## src/rtl/piano_pkg.sv

```systemverilog
// -----------------------------------------------------------------------------
// piano_pkg
// Shared definitions for the 18-key piano voice allocator: key count, key
// index width, the per-key DDS tuning-word table and the scan FSM states.
// -----------------------------------------------------------------------------
package piano_pkg;

    localparam int NUM_KEYS = 18;
    localparam int IDX_W    = 5;

    // DDS tuning word M for each key, lowest key first (32-bit accumulator).
    localparam logic [31:0] TW_TABLE [0:NUM_KEYS-1] = '{
        32'd93664,  32'd99230,  32'd105130, 32'd111385, 32'd118008, 32'd125024,
        32'd132456, 32'd140336, 32'd148677, 32'd157520, 32'd166885, 32'd176809,
        32'd187324, 32'd198464, 32'd210264, 32'd222766, 32'd236012, 32'd250049
    };

    typedef enum logic [1:0] {
        IDLE,
        SCAN,
        ALLOC,
        FREE
    } state_e;

endpackage

```

## src/rtl/key_debounce.sv

```systemverilog
// -----------------------------------------------------------------------------
// key_debounce
// Synchronises the raw active-low keys, samples them once per debounce period
// and only accepts a new level for a key when two consecutive samples agree.
//
// Ports:
//   clk   in   system clock
//   rst   in   synchronous active-high reset
//   key   in   raw keys, 0 = pressed, asynchronous
//   deb   out  debounced keys, 1 = pressed
//   tick  out  one-cycle strobe on the cycle the period counter wraps
// -----------------------------------------------------------------------------
module key_debounce
    import piano_pkg::*;
#(
    parameter int DEB_CYCLES = 240000
) (
    input  logic                clk,
    input  logic                rst,
    input  logic [NUM_KEYS-1:0] key,
    output logic [NUM_KEYS-1:0] deb,
    output logic                tick
);

    localparam int              CNT_W   = (DEB_CYCLES > 1) ? $clog2(DEB_CYCLES) : 1;
    localparam logic [CNT_W-1:0] CNT_MAX = CNT_W'(DEB_CYCLES - 1);

    logic [NUM_KEYS-1:0] sync1_q, sync1_d;
    logic [NUM_KEYS-1:0] sync2_q, sync2_d;
    logic [NUM_KEYS-1:0] samp_q, samp_d;
    logic [NUM_KEYS-1:0] deb_q, deb_d;
    logic [CNT_W-1:0]    cnt_q, cnt_d;
    logic [NUM_KEYS-1:0] pressed;
    logic [NUM_KEYS-1:0] agree;

    assign tick    = (cnt_q == CNT_MAX);
    assign pressed = ~sync2_q;
    assign agree   = ~(pressed ^ samp_q);
    assign deb     = deb_q;

    always_comb begin
        // NOTE: every signal gets a default before any branch so no path leaves it unassigned (no latch).
        sync1_d = key;
        sync2_d = sync1_q;
        samp_d  = samp_q;
        deb_d   = deb_q;
        cnt_d   = tick ? '0 : cnt_q + 1'b1;
        if (tick) begin
            samp_d = pressed;
            // A key only changes when this sample repeats the previous one.
            deb_d  = (agree & pressed) | (~agree & deb_q);
        end
    end

    // NOTE: sequential state uses non-blocking assignments so all flops update together at the edge.
    always_ff @(posedge clk) begin
        if (rst) begin
            // Released level, so the synchroniser never reports phantom presses out of reset.
            sync1_q <= '1;
            sync2_q <= '1;
            samp_q  <= '0;
            deb_q   <= '0;
            cnt_q   <= '0;
        end else begin
            sync1_q <= sync1_d;
            sync2_q <= sync2_d;
            samp_q  <= samp_d;
            deb_q   <= deb_d;
            cnt_q   <= cnt_d;
        end
    end

endmodule

```

## src/rtl/piano_voice_alloc.sv

```systemverilog
// -----------------------------------------------------------------------------
// piano_voice_alloc
// Scans the debounced keys after every debounce tick and maps press/release
// events onto NUM_VOICES harmonic generator slots. A press takes the lowest
// free slot, or steals the oldest one when all are sounding; a release
// silences the slot(s) still owned by that key.
//
// Ports:
//   clk        in   system clock
//   rst        in   synchronous active-high reset
//   key        in   raw keys, 0 = pressed, asynchronous
//   voice_en   out  per-slot enable, 1 = sounding
//   voice_tw   out  per-slot tuning word, slot v at [v*TW_W +: TW_W]
//   voice_key  out  per-slot owning key index, slot v at [v*5 +: 5]
//   busy       out  high while the scan FSM is not idle
// -----------------------------------------------------------------------------
module piano_voice_alloc
    import piano_pkg::*;
#(
    parameter int NUM_VOICES = 4,
    parameter int DEB_CYCLES = 240000,
    parameter int TW_W       = 32
) (
    input  logic                       clk,
    input  logic                       rst,
    input  logic [NUM_KEYS-1:0]        key,
    output logic [NUM_VOICES-1:0]      voice_en,
    output logic [NUM_VOICES*TW_W-1:0] voice_tw,
    output logic [NUM_VOICES*IDX_W-1:0] voice_key,
    output logic                       busy
);

    localparam int               AGE_W   = (NUM_VOICES > 1) ? $clog2(NUM_VOICES) : 1;
    localparam logic [AGE_W-1:0] AGE_MAX = AGE_W'(NUM_VOICES - 1);
    localparam logic [IDX_W-1:0] IDX_LAST = IDX_W'(NUM_KEYS - 1);

    logic [NUM_KEYS-1:0] deb;
    logic                tick;

    state_e              state_q, state_d;
    logic [IDX_W-1:0]    idx_q, idx_d;
    logic [NUM_KEYS-1:0] served_q, served_d;
    logic [NUM_VOICES-1:0] en_q, en_d;
    logic [TW_W-1:0]     tw_q   [NUM_VOICES];
    logic [TW_W-1:0]     tw_d   [NUM_VOICES];
    logic [IDX_W-1:0]    vkey_q [NUM_VOICES];
    logic [IDX_W-1:0]    vkey_d [NUM_VOICES];
    logic [AGE_W-1:0]    age_q  [NUM_VOICES];
    logic [AGE_W-1:0]    age_d  [NUM_VOICES];

    logic             press_ev, release_ev, last_key, any_free;
    logic [AGE_W-1:0] free_slot, old_slot, tgt_slot, old_age;

    key_debounce #(
        .DEB_CYCLES(DEB_CYCLES)
    ) u_debounce (
        .clk (clk),
        .rst (rst),
        .key (key),
        .deb (deb),
        .tick(tick)
    );

    assign press_ev   = deb[idx_q] & ~served_q[idx_q];
    assign release_ev = ~deb[idx_q] & served_q[idx_q];
    assign last_key   = (idx_q == IDX_LAST);
    assign tgt_slot   = any_free ? free_slot : old_slot;

    // Slot choice for an allocation: lowest free slot, else the oldest
    // (strict compare keeps the lowest index on equal ages).
    always_comb begin
        any_free  = 1'b0;
        free_slot = '0;
        old_slot  = '0;
        old_age   = '0;
        for (int v = NUM_VOICES - 1; v >= 0; v--) begin
            if (!en_q[v]) begin
                any_free  = 1'b1;
                free_slot = AGE_W'(v);
            end
        end
        for (int v = 0; v < NUM_VOICES; v++) begin
            if (age_q[v] > old_age) begin
                old_age  = age_q[v];
                old_slot = AGE_W'(v);
            end
        end
    end

    always_comb begin
        state_d  = state_q;
        idx_d    = idx_q;
        served_d = served_q;
        en_d     = en_q;
        tw_d     = tw_q;
        vkey_d   = vkey_q;
        age_d    = age_q;

        unique case (state_q)
            IDLE: begin
                if (tick) begin
                    state_d = SCAN;
                    idx_d   = '0;
                end
            end
            SCAN: begin
                if (press_ev) begin
                    state_d = ALLOC;
                end else if (release_ev) begin
                    state_d = FREE;
                end else if (last_key) begin
                    state_d = IDLE;
                end else begin
                    idx_d = idx_q + 1'b1;
                end
            end
            ALLOC: begin
                for (int v = 0; v < NUM_VOICES; v++) begin
                    if (AGE_W'(v) == tgt_slot) begin
                        en_d[v]   = 1'b1;
                        tw_d[v]   = TW_W'(TW_TABLE[idx_q]);
                        vkey_d[v] = idx_q;
                        age_d[v]  = '0;
                    end else if (en_q[v] && age_q[v] != AGE_MAX) begin
                        age_d[v] = age_q[v] + 1'b1;
                    end
                end
                // A stolen key keeps its served bit; its release later finds no slot.
                served_d[idx_q] = 1'b1;
                state_d         = last_key ? IDLE : SCAN;
                idx_d           = last_key ? idx_q : idx_q + 1'b1;
            end
            FREE: begin
                for (int v = 0; v < NUM_VOICES; v++) begin
                    if (en_q[v] && vkey_q[v] == idx_q) begin
                        en_d[v] = 1'b0;
                    end
                end
                served_d[idx_q] = 1'b0;
                state_d         = last_key ? IDLE : SCAN;
                idx_d           = last_key ? idx_q : idx_q + 1'b1;
            end
            default: state_d = IDLE;
        endcase
    end

    always_ff @(posedge clk) begin
        if (rst) begin
            state_q  <= IDLE;
            idx_q    <= '0;
            served_q <= '0;
            en_q     <= '0;
            // NOTE: the slot arrays are a few flops whose values show on the ports, so they are reset with the control state.
            for (int v = 0; v < NUM_VOICES; v++) begin
                tw_q[v]   <= '0;
                vkey_q[v] <= '0;
                age_q[v]  <= '0;
            end
        end else begin
            state_q  <= state_d;
            idx_q    <= idx_d;
            served_q <= served_d;
            en_q     <= en_d;
            tw_q     <= tw_d;
            vkey_q   <= vkey_d;
            age_q    <= age_d;
        end
    end

    assign voice_en = en_q;
    assign busy     = (state_q != IDLE);

    for (genvar g = 0; g < NUM_VOICES; g++) begin : g_pack
        assign voice_tw[g*TW_W +: TW_W]    = tw_q[g];
        assign voice_key[g*IDX_W +: IDX_W] = vkey_q[g];
    end

endmodule
```

## config.mk

```make
export PLATFORM = sky130hd
export DESIGN_NAME = piano_voice_alloc
export DESIGN_NICKNAME = d
export VERILOG_FILES = /design/src/rtl/piano_pkg.sv /design/src/rtl/key_debounce.sv /design/src/rtl/piano_voice_alloc.sv
export SDC_FILE = /design/constraint.sdc
export NUM_CORES = 1
export LEC_CHECK = 0
export ABC_AREA = 1
export CORE_UTILIZATION = 25
export CTS_CLUSTER_SIZE = 20
export DETAILED_ROUTE_END_ITERATION = 12
export PLACE_DENSITY = 0.48
export SETUP_SLACK_MARGIN = 0.15
export SYNTH_ARGS = -nofsm -noshare
export SYNTH_HDL_FRONTEND = slang
export SYNTH_SLANG_ARGS = --single-unit
```

## constraint.sdc

```tcl
create_clock -name clk -period 4.5 [get_ports clk]
set_input_delay 0.675 -clock clk [delete_from_list [all_inputs] [get_ports clk]]
set_output_delay 0.675 -clock clk [all_outputs]
set_load 0.005 [all_outputs]
```

==> impl_metrics.csv <==
group,metric,value,unit
run_status,status,"finished clean",
cells_and_area,drive_above_1_share,8.00,%
sta,fin_ws,0.628,ns
floorplan,die_h,201,um
route,via_per_inst,4.36,
global_routing,grt_use_total,13.2,%
route,dr_total_vias,8528,
sta,fin_skew,0.0139,ns
worst_setup_path,worstSetupPathType,"reg2reg",
sta,clock.fmax,258,MHz
floorplan,io_pins,173,
sta,setup_violations,0,
place,gp_congestion,0.814,
sta,setup-tns-final,0,ns
logic_synthesis,synth-async-reset-ratio,0,%
logic_synthesis,synth_commonest_cells,"243 x nand2_1, 219 x dfxtp_1, 187 x nor2_1",
logic_synthesis,yosysUniqueCellTypes,46,
logic_synthesis,synthFlopType,"dfxtp_1",
route,drtAntennaViolNets,0,
place,dp_slack,0.443,ns
sta,drv_slew,0,
clocking,cts_root_buffer,"clkbuf_16",
route,first_pass_iters,5,
cells_and_area,fin_nets,1464,
logic_synthesis,synth.most_common_cell,"nand2_1",
worst_hold_path,hp-class,"reg2reg",
clocking,clock-sinks,219,
worst_setup_path,worstPathMaxFanout,12,
logic_synthesis,synth_top_area_share,44.4,%
logic_synthesis,synth_area_leaders,"dfxtp_1 44%, nand2_1 9.2%, nor2_1 7.1%, a21oi_1 6.7%, o21ai_0 6.2%",
worst_setup_path,rr_worst_depth,25,
clocking,clkTransAtPathRegs,0.06,ns
cells_and_area,area_delta_synth_final,22.7,%
clocking,htreeDepth,1,
cells_and_area,n_antenna_cell,0,
floorplan,start_util,25.4,%
worst_setup_path,critPathCaptureType,"flop",
clocking,tritoncts,"yes",
cells_and_area,nFillCells,4175,
clocking,cts_buffers,25,
sta,fin_crit_sh,86.0,%
floorplan,core_area,38800,um2
logic_synthesis,ys_warn_count,0,
sta,holdWs,0.407,ns
worst_setup_path,start_kind,"flop",
worst_hold_path,min_from,"u_debounce.sync1_q[16]",
sta,relSlewSlack,35.3,%
power_and_ir_drop,power_density,349,nW/um2
logic_synthesis,syn_area_per_cell,7.45,um2
clocking,post_cts_buffers,0,
clocking,clkLatencyLatePin,0.53,ns
logic_synthesis,yosysTopAreaCell,"dfxtp_1",
route,drc,0,
logic_synthesis,synth_edf_count,0,
route,drt-initial-drc-count,416,
sta,fin_crit,3.87,ns
place,place.detailed.hpwl,18500,um
sta,tightestPinTransition,0.969,ns
sta,hold_violations,0,
floorplan,fp-row-count,72,
worst_setup_path,rr_startpoint,"age_q[6]",
global_routing,grt_overflow,0,
global_routing,grt_pass1_vias,8029,
floorplan,fp.dieW,201,um
worst_setup_path,cp.required,4.95,ns
clocking,cts_hold_buffers,0,
run,maxCapViolations,0,
floorplan,die_area,40300,um2
logic_synthesis,netlist_instances,1324,
cells_and_area,seqCellArea,4380,um2
clocking,post_cts_resized,0,
power_and_ir_drop,p_leak,0.00450,uW
logic_synthesis,netlist_area,9870,um2
worst_hold_path,min_delay_path_depth,1,
sta,rsz0062_at_grt,"no",
worst_setup_path,cp-startpoint,"age_q[6]",
logic_synthesis,ys_seq_elements,219,
route,routed_wl,27200,um
route,wl_per_cell,13.9,um
worst_setup_path,crit_arrival,4.32,ns
clocking,cts_buffer_depth,3,
cells_and_area,multi_input_area,4580,um2
global_routing,grt_antenna_before_repair,0,
place,io_buffers,116,
power_and_ir_drop,vdd.ir_drop.worst,239,uV
logic_synthesis,ys_seq_area_share,44.4,%
global_routing,grt_pass1_wl,43600,um
global_routing,grt_max_degree,87,
power by group:
| group | internal, uW | leakage (uW) | switching (uW) |
|---|---|---|---|
| clock network | 1220 | 0.000400 | 829 |
| registers | 1960 | 0.00177 | 15.8 |
| logic | 60.8 | 0.00233 | 143 |
per-stage QoR:
stage | total power (uW) | cell area (um2) | std cells | utilization (%)
after detailed placement | 2220 | 11300 | 1910 | 29.0
after global placement | 2220 | 11300 | 1910 | 29.0
final | 4230 | 12100 | 1955 | 31.2
after floorplan | 2170 | 10100 | 1379 | -
after CTS | 4280 | 12100 | 1954 | 31.1
after global routing | 4380 | 12100 | 1955 | 31.2
cell type report:
cell class / count / area share [%]
sequential: 219 / 36.2
timing repair buffer: 130 / 10.4
inverter: 109 / 3.38
tap: 518 / 5.35
clock buffer: 36 / 5.92
multi-input combinational: 935 / 37.8
clock inverter: 8 / 0.858
placed cells by master, fill, tap and decap left out, drive strengths merged:
cell,n
nor4,1
o21ai,131
nor3,11
xnor2,6
a21boi,2
nand3b,1
a211oi,4
o221ai,3
nor2,193
conb,56
nand2,248
a31oi,2
and2,1
clkinvlp,1
a22oi,9
or2,38
a221oi,1
a21oi,133
inv,107
nand3,42
nand4,11
bufinv,2
o21a,1
o211a,1
buf,15
clkinv,7
dfxtp,219
ha,24
xor2,8
o211ai,1
clkdlybuf4s50,115
o22ai,6
clkbuf,36
nor3b,1
logic make-up after synthesis:
group	Yosys count	synth area share (%)
AOI/OAI and AO/OA	294	15.8
xor gates and xnor gates	14	1.24
adders and majority gates	24	3.04
buffers and inverters	226	11.5
DFF	219	44.4
other	1	0.0380
and+or+nand+nor	546	24.0
per-layer routing:
layer	track usage (%)	routed length [um]	up-vias
li1	-	-	4348
met1	18.5	13400	3930
met2	21.2	12000	220
met3	2.11	1300	30
met4	3.08	486	0
met5	0	0	-
worst paths after layout:
check             slack [ns]                      to
setup reg to reg        0.63           voice_tw[106]
hold / removal          0.41  u_debounce.sync2_q[16]
hold reg to reg         0.41  u_debounce.sync2_q[16]
setup / recovery        0.63           voice_tw[106]
critical path, cell delays in order (launching register included):
cell and delay (ns):
dfxtp_1 0.40, inv_1 0.08, ha_1 0.20, inv_1 0.07, nand2_1 0.07, ha_1 0.29, nor2_1 0.10, nor2_1 0.04
nor2_1 0.16, a21oi_1 0.06, a21oi_1 0.20, ha_1 0.27, nand2_1 0.08, o21ai_2 0.08, nand2_1 0.06, o21ai_0 0.08
ha_1 0.27, nand2_1 0.06, nand2_1 0.11, nand2_1 0.09, nand2_1 0.06, nand2_2 0.16, nand3_2 0.21, nor2_4 0.37
nand2_1 0.10, a21oi_1 0.13
Note: power is estimated with default switching activity, not from simulation.
